`src/rtl/zet_fetch_queue.sv`:
```
// Instruction prefetch queue: fetches 16-bit code words at CS:IP over a
// Wishbone master port and hands bytes to the decoder one at a time.
module zet_fetch_queue #(
    parameter int          DEPTH_LOG2 = 3,
    parameter logic [15:0] RESET_CS   = 16'hF000,
    parameter logic [15:0] RESET_IP   = 16'hFFF0
) (
    input  logic        clk,
    input  logic        rst_i,
    input  logic        flush_i,
    input  logic [15:0] new_cs_i,
    input  logic [15:0] new_ip_i,
    output logic [18:0] wb_adr_o,
    output logic [1:0]  wb_sel_o,
    output logic        wb_cyc_o,
    output logic        wb_stb_o,
    input  logic [15:0] wb_dat_i,
    input  logic        wb_ack_i,
    output logic [7:0]  instruction_o,
    output logic        instruction_valid_o,
    input  logic        next_instruction_i,
    output logic [15:0] instruction_cs_o,
    output logic [15:0] instruction_ip_o
);

    localparam int DEPTH = 1 << DEPTH_LOG2;
    localparam int CW    = DEPTH_LOG2 + 1;

    localparam logic [DEPTH_LOG2-1:0] PTR_ONE   = DEPTH_LOG2'(1);
    localparam logic [DEPTH_LOG2-1:0] PTR_TWO   = DEPTH_LOG2'(2);
    localparam logic [CW-1:0]         CNT_ONE   = CW'(1);
    localparam logic [CW-1:0]         CNT_TWO   = CW'(2);
    // Highest fill level that still leaves room for a full word.
    localparam logic [CW-1:0]         MAX_ISSUE = CW'(DEPTH - 2);

    typedef enum logic [1:0] {IDLE, BUS, DISCARD} state_t;

    state_t                 state_reg, state_next;
    logic                   cyc_reg, cyc_next;
    logic                   stb_reg, stb_next;
    logic [18:0]            adr_reg, adr_next;
    logic [1:0]             sel_reg, sel_next;

    logic [7:0]             mem_reg [DEPTH];
    logic [DEPTH_LOG2-1:0]  rd_ptr_reg, wr_ptr_reg;
    logic [CW-1:0]          count_reg;
    logic [15:0]            fetch_cs_reg, fetch_ip_reg;
    logic [15:0]            head_cs_reg, head_ip_reg;

    logic [19:0]            phys;
    logic                   odd;
    logic                   push_en;
    logic                   pop_en;
    logic [CW-1:0]          cnt_push, cnt_pop;
    logic [DEPTH_LOG2-1:0]  ptr_push;
    logic [15:0]            ip_push;
    logic [7:0]             byte_first;

    assign phys       = {fetch_cs_reg, 4'b0000} + {4'b0000, fetch_ip_reg};
    assign odd        = fetch_ip_reg[0];
    // Only a live (non-discarded, non-flushed) acknowledge enters the queue.
    assign push_en    = (state_reg == BUS) && wb_ack_i && !flush_i;
    assign pop_en     = (count_reg != '0) && next_instruction_i && !flush_i;
    assign byte_first = odd ? wb_dat_i[15:8] : wb_dat_i[7:0];
    assign cnt_push   = push_en ? (odd ? CNT_ONE : CNT_TWO) : '0;
    assign cnt_pop    = pop_en ? CNT_ONE : '0;
    assign ptr_push   = push_en ? (odd ? PTR_ONE : PTR_TWO) : '0;
    assign ip_push    = push_en ? (odd ? 16'd1 : 16'd2) : 16'd0;

    assign wb_cyc_o            = cyc_reg;
    assign wb_stb_o            = stb_reg;
    assign wb_adr_o            = adr_reg;
    assign wb_sel_o            = sel_reg;
    assign instruction_o       = mem_reg[rd_ptr_reg];
    assign instruction_valid_o = (count_reg != '0);
    assign instruction_cs_o    = head_cs_reg;
    assign instruction_ip_o    = head_ip_reg;

    // Next-state and registered bus outputs of the fetch FSM.
    always_comb begin
        state_next = state_reg;
        cyc_next   = cyc_reg;
        stb_next   = stb_reg;
        adr_next   = adr_reg;
        sel_next   = sel_reg;
        case (state_reg)
            IDLE: begin
                if (!flush_i && (count_reg <= MAX_ISSUE)) begin
                    state_next = BUS;
                    cyc_next   = 1'b1;
                    stb_next   = 1'b1;
                    adr_next   = phys[19:1];
                    sel_next   = odd ? 2'b10 : 2'b11;
                end
            end
            BUS: begin
                if (wb_ack_i) begin
                    state_next = IDLE;
                    cyc_next   = 1'b0;
                    stb_next   = 1'b0;
                end else if (flush_i) begin
                    state_next = DISCARD;
                end
            end
            DISCARD: begin
                if (wb_ack_i) begin
                    state_next = IDLE;
                    cyc_next   = 1'b0;
                    stb_next   = 1'b0;
                end
            end
            default: begin
                state_next = IDLE;
                cyc_next   = 1'b0;
                stb_next   = 1'b0;
            end
        endcase
    end

    // FSM state and Wishbone output registers.
    always_ff @(posedge clk or posedge rst_i) begin
        if (rst_i) begin
            state_reg <= IDLE;
            cyc_reg   <= 1'b0;
            stb_reg   <= 1'b0;
            adr_reg   <= '0;
            sel_reg   <= 2'b00;
        end else begin
            state_reg <= state_next;
            cyc_reg   <= cyc_next;
            stb_reg   <= stb_next;
            adr_reg   <= adr_next;
            sel_reg   <= sel_next;
        end
    end

    // Queue pointers, occupancy and the fetch / head CS:IP trackers.
    always_ff @(posedge clk or posedge rst_i) begin
        if (rst_i) begin
            rd_ptr_reg   <= '0;
            wr_ptr_reg   <= '0;
            count_reg    <= '0;
            fetch_cs_reg <= RESET_CS;
            fetch_ip_reg <= RESET_IP;
            head_cs_reg  <= RESET_CS;
            head_ip_reg  <= RESET_IP;
        end else if (flush_i) begin
            rd_ptr_reg   <= '0;
            wr_ptr_reg   <= '0;
            count_reg    <= '0;
            fetch_cs_reg <= new_cs_i;
            fetch_ip_reg <= new_ip_i;
            head_cs_reg  <= new_cs_i;
            head_ip_reg  <= new_ip_i;
        end else begin
            wr_ptr_reg   <= wr_ptr_reg + ptr_push;
            fetch_ip_reg <= fetch_ip_reg + ip_push;
            count_reg    <= count_reg + cnt_push - cnt_pop;
            if (pop_en) begin
                rd_ptr_reg  <= rd_ptr_reg + PTR_ONE;
                head_ip_reg <= head_ip_reg + 16'd1;
            end
        end
    end

    // Byte storage; an even fetch writes two consecutive slots, odd writes one.
    always_ff @(posedge clk or posedge rst_i) begin
        if (rst_i) begin
            for (int i = 0; i < DEPTH; i++) begin
                mem_reg[i] <= 8'h00;
            end
        end else if (push_en) begin
            mem_reg[wr_ptr_reg] <= byte_first;
            if (!odd) begin
                mem_reg[wr_ptr_reg + PTR_ONE] <= wb_dat_i[15:8];
            end
        end
    end

endmodule
```
`config.mk`:
```
export PLATFORM = sky130hd
export DESIGN_NAME = zet_fetch_queue
export DESIGN_NICKNAME = d
export VERILOG_FILES = /design/src/rtl/zet_fetch_queue.sv
export SDC_FILE = /design/constraint.sdc
export NUM_CORES = 1
export LEC_CHECK = 0
export ABC_AREA = 1
export BUFFER_PORTS_ARGS = -buffer_cell sky130_fd_sc_hd__buf_2
export CAP_MARGIN = 20
export CELL_PAD_IN_SITES_DETAIL_PLACEMENT = 2
export CELL_PAD_IN_SITES_GLOBAL_PLACEMENT = 2
export CORE_ASPECT_RATIO = 2
export CORE_MARGIN = 4
export CORE_UTILIZATION = 25
export DETAILED_ROUTE_END_ITERATION = 10
export GPL_ROUTABILITY_DRIVEN = 0
export PLACE_DENSITY_LB_ADDON = 0.1
export SYNTH_ARGS = -nofsm -noshare
export SYNTH_HDL_FRONTEND = slang
export SYNTH_SLANG_ARGS = --single-unit
export TNS_END_PERCENT = 10
```
`constraint.sdc`:
```
create_clock -name clk -period 9.1 [get_ports clk]
set_input_delay 0.455 -clock clk [delete_from_list [all_inputs] [get_ports clk]]
set_output_delay 0.455 -clock clk [all_outputs]
set_load 0.02 [all_outputs]
```
==> results <==
- From synthesis to final layout, the design area changed by 17.9%.
- After filler insertion, the fill cell instance count of the layout stands at 4229.
- The flip-flop and latch count after synthesis is 146.
- The routed layout has 8789 vias.
- TritonCTS built the clock tree.
- The top cell types in the final layout, fill and taps aside, are 348 x nand2_1, 140 x inv_1, 118 x dfrtp_1.
- The maximum fanout along the worst path is 18.
- The max-slew headroom at the worst pin is 35.6%.
- The smallest clock period supported by the final layout is computed as 3.61 ns.
- The worst-skew pair later-pin latency is 0.45 ns.
- After Yosys synthesis, XOR and XNOR cells account for 1.08% of the synthesized area.
- The worst setup path is of the reg -> out kind.
- The cell taking the most area after synthesis is dfrtp_1.
- The first TritonRoute pass finished after 4 iterations.
- Setup repair after global routing left no endpoint under its margin.
- The die covers 0.0390 mm^2.
- Gates resized during post-CTS repair numbered 0.
- The top achievable clock speed is 0.277 GHz.
- The clock-pin slew on the worst setup and hold paths is 0.07 ns.
- The clock skew after layout is 0.0119 ns.
- The CTS sink count is 146.
- The cell count after synthesis came out at 1217.
- The count of final setup violators is 0.
- The flip-flop count of the largest register after layout is 64.
- The kind of end point of the critical path is an output port.
- The most common library cell in the layout ignoring fill and taps is nand2_1.
- The slowest stage cell on the critical path is dfrtp_1.
- The cell at the root of the clock tree is clkbuf_16.
- The part of the Yosys area used for sequential elements is 41.3%.
- Counting along the longest clock path gives a buffer depth of 2.
- Summed over all cells, the static leakage comes to 5.10 nW.
- In this run the horizontal extent of the chip is 142 um.
- For the pin with the worst max-slew slack, the measured transition is 0.962 ns.
- The largest net degree at the start of global routing is 88.
- The final cell area excluding filler cells is 0.0105 mm^2.
- The number of global-route vias before repair came to 9706.
- The remaining global-route overflow is 0.
- The startpoint type of the worst setup path is a flip-flop.
- The die is 275 um tall.
- The post-CTS repair timing setup buffer count is 0.
- The count of nets after finishing is 1396.
- In this run, the number of DRC markers left after iteration 0 of detailed routing was 238.
- The first-pass GRT wire length is 58600 um.
- The I/O pin total is 117.
- The maximum vdd ir drop is 0.150 mV.
- The number of inserted diodes is 0.
- The count of unique library cells instantiated by Yosys is 42.
- The flow ran to the end, and the final reports show no timing, DRC or antenna violations.
- The number of synthesized flops with an enable pin is 0.
- The count of non-filler cells in the finished layout is 1770.
- The area share of and/or/nand/nor cells after synthesis is 26.3%.
- The number of hold-slack violations in the final timing report is 0.
- The deepest level of the CTS H-tree is 4.
- The mean instance size in the synthesized netlist is 7.33 um^2.
- The prevailing post-synth register cell is dfrtp_1.
- During placement, the flow inserted port buffers numbering 116.
- The initialized floorplan defines 97 standard-cell rows.
- In the final layout, the share of cells above drive strength 1 is 16.3%.
- The number of placed instances with taps included is 1738.
- The detail route stage leaves a number of antenna-violating nets equal to 0.
- The final routed wire length divided by cell count is 21.6 um.
- By area the synthesized netlist is led by dfrtp_1 33%, nand2_1 15%, dfstp_2 8.2%.
- The area of the multi-input gates is 0.00445 mm^2.
- The post-synthesis instance area is 0.00892 mm^2.
- The overall routed net length is 38300 um.
- The number of buffers added to fix hold violations after cts is 0.
- The power per standard cell area is 265 mW/mm^2.
- The worst path arrival time is 3.16 ns.
- After detailed routing, the number of remaining DRC violations is 0.
- The number of nets in the synthesized netlist is 1301.
- The TritonCTS buffer count is 17.
- The share of the core filled with cells is 29.9%.
- The mux share of post-synthesis cell area is 0%.
- The share of the clock period used by the worst path is 39.7%.
- For this run, asynchronously set or reset flops after synthesis account for 100%.
- The sum of negative setup slack is 0 ns.
- The overall routing resource usage is 20.0%.
- The complex-gate fraction of the synthesized area is 17.8%.
- The synthesized netlist devotes 4.68% of its cell area to adder and majority cells.
- After synthesis, the largest family of logic cells by area is simple AND/OR/NAND/NOR gates.
- The critical path goes through clkinv_1, a21oi_1, o21ai_0, nand2_1, nor2_1, a31oi_1, buf_2.
- For this configuration, the core starts out at a cell density of 25.3%.
- The number of slew-limit violations in the final report was 0.
- The data required time at the worst endpoint is 8.65 ns.
- For this run, the number of Yosys warnings is 0.
- After detailed placement, the total cell area comes to 0.00990 mm^2.
- Dividing the detail-routed via count by the number of cells gives 4.97.
- Across the run, the number of max-cap violations was 0.
- The post-detailed-placement half-perimeter wirelength is 29400 um.
- The area share of the largest cell type after synthesis is 33.1%.
- The sequential cell area in the final layout is 0.00369 mm^2.
- The largest single stage delay on the critical path is 0.93 ns.
- The class of the tightest hold or removal check is in -> async.
- The completed layout was analyzed and its total power is 2.79 mW.
- The area of the core is 0.0352 mm^2.
- The number of antenna violations at the first check in global routing is 0.
-- cells by family (layout without fill, tap and decap cells) --
logic type / count (synthesis) / count (layout)
simple gates: 554 / 554
flops: 146 / 146
fa+ha+maj: 31 / 31
buf+inv: 196 / 304
xor+xnor: 11 / 11
compound gates: 279 / 279
-- synth_stat cells, types with 8 or more instances --
cell / number
a21oi_1: 102
a31oi_1: 10
buf_2: 10
clkbuf_1: 28
dfrtp_1: 118
dfstp_2: 28
ha_1: 27
inv_1: 141
nand2_1: 348
nand3_1: 67
nand4_1: 9
nor2_1: 87
nor3_1: 13
o211ai_1: 25
o21ai_0: 88
o22ai_1: 28
xor2_1: 8
-- metal layers --
layer  share of wire, %  track usage, %  vias to the layer above
li1                   -               -                     4177
met1                 34            19.1                     4442
met2                 61            42.8                      135
met3                2.2            2.16                       35
met4                1.9            5.64                        0
met5                  0               0                        -
-- final timing paths --
kind | to | start | slack, ns | cells after the start
max in group asynchronous | fetch_ip_reg[3] | rst_i | 7.47 | 3
setup / recovery | instruction_o[2] | rd_ptr_reg[1] | 5.49 | 7
setup reg to reg | fetch_ip_reg[12] | state_reg[1] | 6.02 | 15
hold / removal | instruction_ip_o[3] | rst_i | 0.21 | 2
hold reg to reg | wb_adr_o[15] | wb_adr_o[15] | 0.48 | 2
min in group clk | instruction_cs_o[10] | new_cs_i[10] | 0.21 | 3
-- power by group --
group	internal [mW]	switching (mW)
clock network	0.448	0.320
registers	0.833	0.127
logic	0.329	0.731
total	1.61	1.18
-- worst max-delay path, delay by kind of cell, from the launching register on --
kind	cells	cell delay [ns]
buf+inv	2	1.02
simple gates	2	0.12
flops	1	0.93
compound gates	3	0.63
-- area by class of cell --
| cell class | count | share of cell area, % |
|---|---|---|
| flip-flops and latches | 146 | 35.1 |
| well taps | 445 | 5.29 |
| repair buffers | 123 | 6.02 |
| multi-input cells | 875 | 42.4 |
| clock buffers | 21 | 4.38 |
| clock inverters | 11 | 1.46 |
| inverters | 149 | 5.41 |
-- per-stage QoR --
stage / worst slack, ns / hold slack [ns]
2_1_floorplan: 4.77 / 0.449
3_3_place_gp: 5.91 / 0.452
3_5_place_dp: 5.87 / 0.464
4_1_cts: 5.36 / 0.196
5_1_grt: 5.14 / 0.217
6_report: 5.49 / 0.206
Note: power is estimated with default switching activity, not from simulation.
